## src/rtl/sram_pkg.sv

```systemverilog
// Shared SRAM geometry for the column datapath.
//   COLS       : data bits per SRAM column word
//   CNT_W      : width of a counter able to hold 0..COLS
//   col_word_t : one column word
package sram_pkg;

    localparam int unsigned COLS  = 8;
    localparam int unsigned CNT_W = $clog2(COLS + 1);

    typedef logic [COLS-1:0] col_word_t;

endpackage : sram_pkg

```

## src/rtl/sipo_frame_if.sv

```systemverilog
// Bundle of the serial input side and the valid/ready word output side of sipo_frame.
//   serial_in, bit_valid, frame_start : serial stream from the line side
//   out_ready                         : consumer accepts the presented word
//   parallel_out, out_valid           : assembled word and its valid flag
//   bit_cnt                           : bits collected in the current frame
//   overrun, parity_err               : dropped-frame pulse, parity result of parallel_out
// Modports: slave = deserializer view, master = producer/consumer view.
interface sipo_frame_if #(
    parameter int unsigned COLS = sram_pkg::COLS
) ();

    localparam int unsigned CntW = $clog2(COLS + 1);

    logic            serial_in;
    logic            bit_valid;
    logic            frame_start;
    logic            out_ready;
    logic [COLS-1:0] parallel_out;
    logic            out_valid;
    logic [CntW-1:0] bit_cnt;
    logic            overrun;
    logic            parity_err;

    modport slave (
        input  serial_in,
        input  bit_valid,
        input  frame_start,
        input  out_ready,
        output parallel_out,
        output out_valid,
        output bit_cnt,
        output overrun,
        output parity_err
    );

    modport master (
        output serial_in,
        output bit_valid,
        output frame_start,
        output out_ready,
        input  parallel_out,
        input  out_valid,
        input  bit_cnt,
        input  overrun,
        input  parity_err
    );

endinterface : sipo_frame_if

```

## src/rtl/sipo_frame.sv

```systemverilog
// Serial-to-parallel deserializer: collects a frame of COLS serial bits into one column
// word and offers it on a valid/ready output slot. A new frame may shift in while the
// previous word waits; a frame completing against an occupied, non-draining slot is
// dropped and flagged with a one-cycle overrun pulse.
// Ports:
//   clk : clock, rising edge
//   rst : synchronous active-high reset
//   bus : sipo_frame_if.slave (serial inputs, word output handshake, status)
// Parameters:
//   COLS      : word width (>= 2)
//   MSB_FIRST : 1 = first received bit lands in parallel_out[COLS-1], 0 = in [0]
// Build option: define SIPO_PARITY_EN to append an even-parity bit to every frame;
// parity_err then reports XOR of data and parity for the word in parallel_out.
module sipo_frame #(
    parameter int unsigned COLS      = sram_pkg::COLS,
    parameter int unsigned MSB_FIRST = 1
) (
    input  logic          clk,
    input  logic          rst,
    sipo_frame_if.slave   bus
);

    localparam int unsigned CntW = $clog2(COLS + 1);
`ifdef SIPO_PARITY_EN
    localparam int unsigned FLEN = COLS + 1;
`else
    localparam int unsigned FLEN = COLS;
`endif
    localparam logic [CntW-1:0] LastIdx = CntW'(FLEN - 1);

    logic [COLS-1:0] sr_q;
    logic [COLS-1:0] sr_base;
    logic [COLS-1:0] sr_shift;
    logic [COLS-1:0] word_d;
    logic [COLS-1:0] data_q;
    logic [CntW-1:0] cnt_q;
    logic            valid_q;
    logic            overrun_q;
    logic            perr_q;
    logic            perr_d;
    logic            complete;
    logic            take_bit;

    always_comb begin
        // frame_start discards the partial frame before the current bit is shifted in
        sr_base = bus.frame_start ? '0 : sr_q;
        if (MSB_FIRST != 0) begin
            sr_shift = {sr_base[COLS-2:0], bus.serial_in};
        end else begin
            sr_shift = {bus.serial_in, sr_base[COLS-1:1]};
        end
        complete = bus.bit_valid && !bus.frame_start && (cnt_q == LastIdx);
`ifdef SIPO_PARITY_EN
        // The trailing parity bit is never stored; the word is already complete in sr_q
        take_bit = bus.bit_valid && (bus.frame_start || (cnt_q < CntW'(COLS)));
        word_d   = sr_q;
        perr_d   = (^sr_q) ^ bus.serial_in;
`else
        take_bit = bus.bit_valid;
        word_d   = sr_shift;
        perr_d   = 1'b0;
`endif
    end

    always_ff @(posedge clk) begin
        if (rst) begin
            sr_q      <= '0;
            cnt_q     <= '0;
            data_q    <= '0;
            valid_q   <= 1'b0;
            overrun_q <= 1'b0;
            perr_q    <= 1'b0;
        end else begin
            overrun_q <= 1'b0;

            if (take_bit) begin
                sr_q <= sr_shift;
            end else if (bus.frame_start) begin
                sr_q <= '0;
            end

            if (bus.frame_start) begin
                cnt_q <= bus.bit_valid ? CntW'(1) : '0;
            end else if (complete) begin
                cnt_q <= '0;
            end else if (bus.bit_valid) begin
                cnt_q <= cnt_q + CntW'(1);
            end

            if (complete) begin
                // A slot being drained this cycle counts as free
                if (!valid_q || bus.out_ready) begin
                    data_q  <= word_d;
                    perr_q  <= perr_d;
                    valid_q <= 1'b1;
                end else begin
                    overrun_q <= 1'b1;
                end
            end else if (valid_q && bus.out_ready) begin
                valid_q <= 1'b0;
            end
        end
    end

    assign bus.parallel_out = data_q;
    assign bus.out_valid    = valid_q;
    assign bus.bit_cnt      = cnt_q;
    assign bus.overrun      = overrun_q;
`ifdef SIPO_PARITY_EN
    assign bus.parity_err   = perr_q;
`else
    assign bus.parity_err   = 1'b0;
`endif

endmodule : sipo_frame
```

## src/flat_wrapper.sv

```systemverilog
// flat-port wrapper written by rule: the top's interface ports become plain ports
module sipo_frame_flat 
#(
    parameter int unsigned COLS      = sram_pkg::COLS,
    parameter int unsigned MSB_FIRST = 1
)
  (clk, rst, bus_serial_in, bus_bit_valid, bus_frame_start, bus_out_ready, bus_parallel_out, bus_out_valid, bus_bit_cnt, bus_overrun, bus_parity_err);
  sipo_frame_if #(.COLS(COLS)) bus_i ();
  input  logic clk;
  input  logic rst;
  input wire logic [$bits(bus_i.serial_in)-1:0] bus_serial_in;
  input wire logic [$bits(bus_i.bit_valid)-1:0] bus_bit_valid;
  input wire logic [$bits(bus_i.frame_start)-1:0] bus_frame_start;
  input wire logic [$bits(bus_i.out_ready)-1:0] bus_out_ready;
  output wire logic [$bits(bus_i.parallel_out)-1:0] bus_parallel_out;
  output wire logic [$bits(bus_i.out_valid)-1:0] bus_out_valid;
  output wire logic [$bits(bus_i.bit_cnt)-1:0] bus_bit_cnt;
  output wire logic [$bits(bus_i.overrun)-1:0] bus_overrun;
  output wire logic [$bits(bus_i.parity_err)-1:0] bus_parity_err;
  assign bus_i.serial_in = bus_serial_in;
  assign bus_i.bit_valid = bus_bit_valid;
  assign bus_i.frame_start = bus_frame_start;
  assign bus_i.out_ready = bus_out_ready;
  assign bus_parallel_out = bus_i.parallel_out;
  assign bus_out_valid = bus_i.out_valid;
  assign bus_bit_cnt = bus_i.bit_cnt;
  assign bus_overrun = bus_i.overrun;
  assign bus_parity_err = bus_i.parity_err;
  sipo_frame #(.COLS(COLS), .MSB_FIRST(MSB_FIRST)) u_core (.clk(clk), .rst(rst), .bus(bus_i));
endmodule
```

## config.mk

```make
export PLATFORM = sky130hd
export DESIGN_NAME = sipo_frame_flat
export DESIGN_NICKNAME = d
export VERILOG_FILES = /design/src/rtl/sram_pkg.sv /design/src/rtl/sipo_frame_if.sv /design/src/rtl/sipo_frame.sv /design/src/flat_wrapper.sv
export SDC_FILE = /design/constraint.sdc
export NUM_CORES = 1
export LEC_CHECK = 0
export ABC_AREA = 1
export BUFFER_PORTS_ARGS = -buffer_cell sky130_fd_sc_hd__buf_2
export CAP_MARGIN = 20
export CORE_MARGIN = 4
export CORE_UTILIZATION = 46
export CTS_CLUSTER_DIAMETER = 40
export DETAILED_ROUTE_END_ITERATION = 8
export PLACE_DENSITY = 0.72
export SLEW_MARGIN = 30
export SYNTH_ARGS = -nofsm -noshare
export SYNTH_HDL_FRONTEND = slang
export SYNTH_SLANG_ARGS = --single-unit
```

## constraint.sdc

```tcl
create_clock -name clk -period 1.2 [get_ports clk]
set_input_delay 0.06 -clock clk [delete_from_list [all_inputs] [get_ports clk]]
set_output_delay 0.06 -clock clk [all_outputs]
set_load 0.05 [all_outputs]
```

==> results.md <==
* Initial core utilization at 0.5083
* Critical path arrival at around 1.4 ns
* # nets final at approximately 160
* H-tree depth at 1
* Fin crit share at 1.006
* Initial antenna violation count at 0
* Cell Pwr Density at between 900 and 1000 mW/mm2
* # hold bufs at CTS at 0
* Yosys reg bits at 21
* Critical Path RT at about 1.4 ns
* Yosys top cell area share at 0.4590
* DRT Wirelength at between 2 and 2.5 mm
* Area grow syn2layout at 28.69%
* Largest net degree at the start of global routing at 14
* DP Area at roughly 0.0011 mm2
* Top cells by area, synth: dfxtp_1 (46%), nand2_1 (11%), a21oi_1 (10%)
* Bufs and invs on worst path at 1
* CP peak stage delay at approximately 0.38 ns
* Maximum vdd ir drop at between 700 and 800 uV
* Core Area at approximately 0.0018 mm2
* Fillers at 160
* Final std cells w/o fill at ~170
* Ordered cell list for the critical path: ha_4, nand2_4, nor2_8, buf_4, nor2_1, nor2_1, nor3_2
* Most frequent cells in the layout: nand2_1 (25), buf_2 (18), dfxtp_1 (18)
* Root Buffer: clkbuf_4
* Vias per Instance at 5.041
* # rows at 15
* Synth Area per Inst at around 7.6 um2
* Worst Skew at 0.005662 ns
* Clock transition at the registers of the reported paths at between 0.1 and 0.15 ns
* Clk_lat worst skew at ~0.30 ns
* IO Count at 21
* Sequential share of the synthesized area at 0.4590
* Grt met1 use at 0.2266
* Cell accounting for the most synthesized area: dfxtp_1
* DIE WIDTH at approximately 53 um
* Die H at 52.62 um
* # DRC at 0
* WL per Instance at around 12 um
* Hold Path Class: in2reg
* CTS max path bufs at 2
* Final Setup Violations at 1
* Worst setup SP type: flip-flop
* Fin util at 0.6542
* First-pass GRT wire length at 3.484 mm
* Peak fanout along the critical path at 4
* Most frequent CP cell: nor2_1
* Fin Hold WS at ~0.042 ns
* Top delay family on crit path: simple AND/OR/NAND/NOR gates
* Critical Path End Type: flip-flop
* Unrepaired setup endpoints after global routing: true
* Syn Inst Count at between 100 and 150
* IO buf count at 19
* Failing checks: setup timing
* Met3 usage at 0.03704
* Commonest non-fill, non-tap cell in the layout: nand2_1
* Max_cap viols at 0
* DR vias at 867
* Leak at about 0.00049 uW
* Total CTS buffers at 3
* Total die area at ~0.0028 mm2
* Synth unique cells at 21
* Fin crit period at around 1.2 ns
* Vias in the first global route at about 800
* Synthesized net count at around 130
* Cell Area, Synth at slightly above 900 um2
* Met2 Use GR at 0.2686
* Sink Count at 21
* Fmax at 828.7 MHz
* Final hold viol count at 0
* Iter 0 DRT Violations at 26
* DP Wirelength at around 1.5 mm
* Kind of critical path: reg2reg
* Share of layout cells above drive strength 1 at 0.3537
* Placer Congestion at 0.8235
* Max Slew Vio Count at 0
* Most crowded layer after global routing: met2
* Status: finished with violations
* First drt pass iteration count at 4
* Final Cell Area at approximately 0.0012 mm2
* Slowest cell on crit path: dfxtp_4
* Final WS setup at -0.006716 ns
* CTS tree: built
* Antenna fix cells at 0
* ANT nets after route at 0
* YS warnings at 0
* GRT overflow at 0
* DP Cell Count at around 160
* Global Route Usage Sum at 0.1728
[cells by family (layout without fill, tap and decap cells)]
family          Yosys count  in the layout  synth area share
fa+ha+maj                 1              1           0.01366
buf+inv                  19             45           0.09971
simple gates             56             57            0.3005
compound gates           22             22            0.1230
other cells               1              1          0.004094
flops                    21             21            0.4590
[metal layers]
| metal | share of wire | up-vias |
|---|---|---|
| met5 | 0 | - |
| met4 | 0.0081 | 0 |
| met3 | 0.054 | 2 |
| met2 | 0.49 | 25 |
| met1 | 0.45 | 396 |
| li1 | - | 444 |
[sequential cells by signal, indices dropped and copies added (netlist names)]
| signal | flops |
|---|---|
| u_core.bus.overrun | 1 |
| u_core.bus.bit_cnt | 4 |
| u_core.bus.out_valid | 1 |
| u_core.sr_q | 7 |
| u_core.bus.parallel_out | 8 |
[cells in the mapped netlist]
library cell  count
nor2_8            1
a211oi_1          1
nor3_1            2
dfxtp_1          21
inv_2             1
o21ai_0           2
a21oi_1          19
nor2_1           12
nand2_2           2
buf_4             3
ha_1              1
nand3_4           1
clkbuf_1          1
nand2_1          28
inv_1            12
buf_6             1
buf_2             1
nand4_1           7
nand3_1           2
conb_1            1
nor2_4            1
[path summary, 6_finish.rpt]
check / cells past startpoint / slack [ns] / to / from
worst max-delay path: 7 / -0.007 / u_core.bus.bit_cnt[0] / u_core.bus.bit_cnt[0]
worst min-delay path: 2 / 0.04 / u_core.bus.out_valid / rst
worst max register to register: 7 / -0.007 / u_core.bus.bit_cnt[0] / u_core.bus.bit_cnt[0]
worst min register to register: 2 / 0.47 / u_core.bus.parallel_out[0] / u_core.bus.parallel_out[0]
[area by class of cell]
class	instances	area, um2	share of cell area
Sequential cell	21	429.2	0.3641
Tap cell	25	31.28	0.02654
Clock inverter	1	5.005	0.004246
Timing Repair Buffer	28	177.7	0.1507
Inverter	13	48.80	0.04140
Clock buffer	3	22.52	0.01911
Multi-Input combinational cell	81	464.2	0.3938
[timing repair]
| action | 4_1_cts | 5_1_grt |
|---|---|---|
| resized for setup | 1 | 7 |
| gates cloned | 1 | 0 |
| pin swaps | 1 | 10 |
| buffers inserted | 1 | 3 |
| setup endpoints to repair | 4 | 12 |
[where the power goes]
part           internal (uW)  switching, uW
clock                    124            220
combinational           35.7           78.0
sequential               703           5.89
total                    863            304
[per-stage QoR]
| stage | worst slack (ns) | TNS, ns | total power, uW |
|---|---|---|---|
| 4_1_cts | 0.007484 | 0 | 1168 |
| 2_1_floorplan | -0.06745 | -0.4942 | 804.5 |
| 3_5_place_dp | 0.01143 | 0 | 826.5 |
| 5_1_grt | -0.06697 | -0.3230 | 1211 |
| 3_3_place_gp | 0.04449 | 0 | 825.7 |
| 6_report | -0.006716 | -0.006716 | 1166 |
Power figures use the tool's default switching activity.
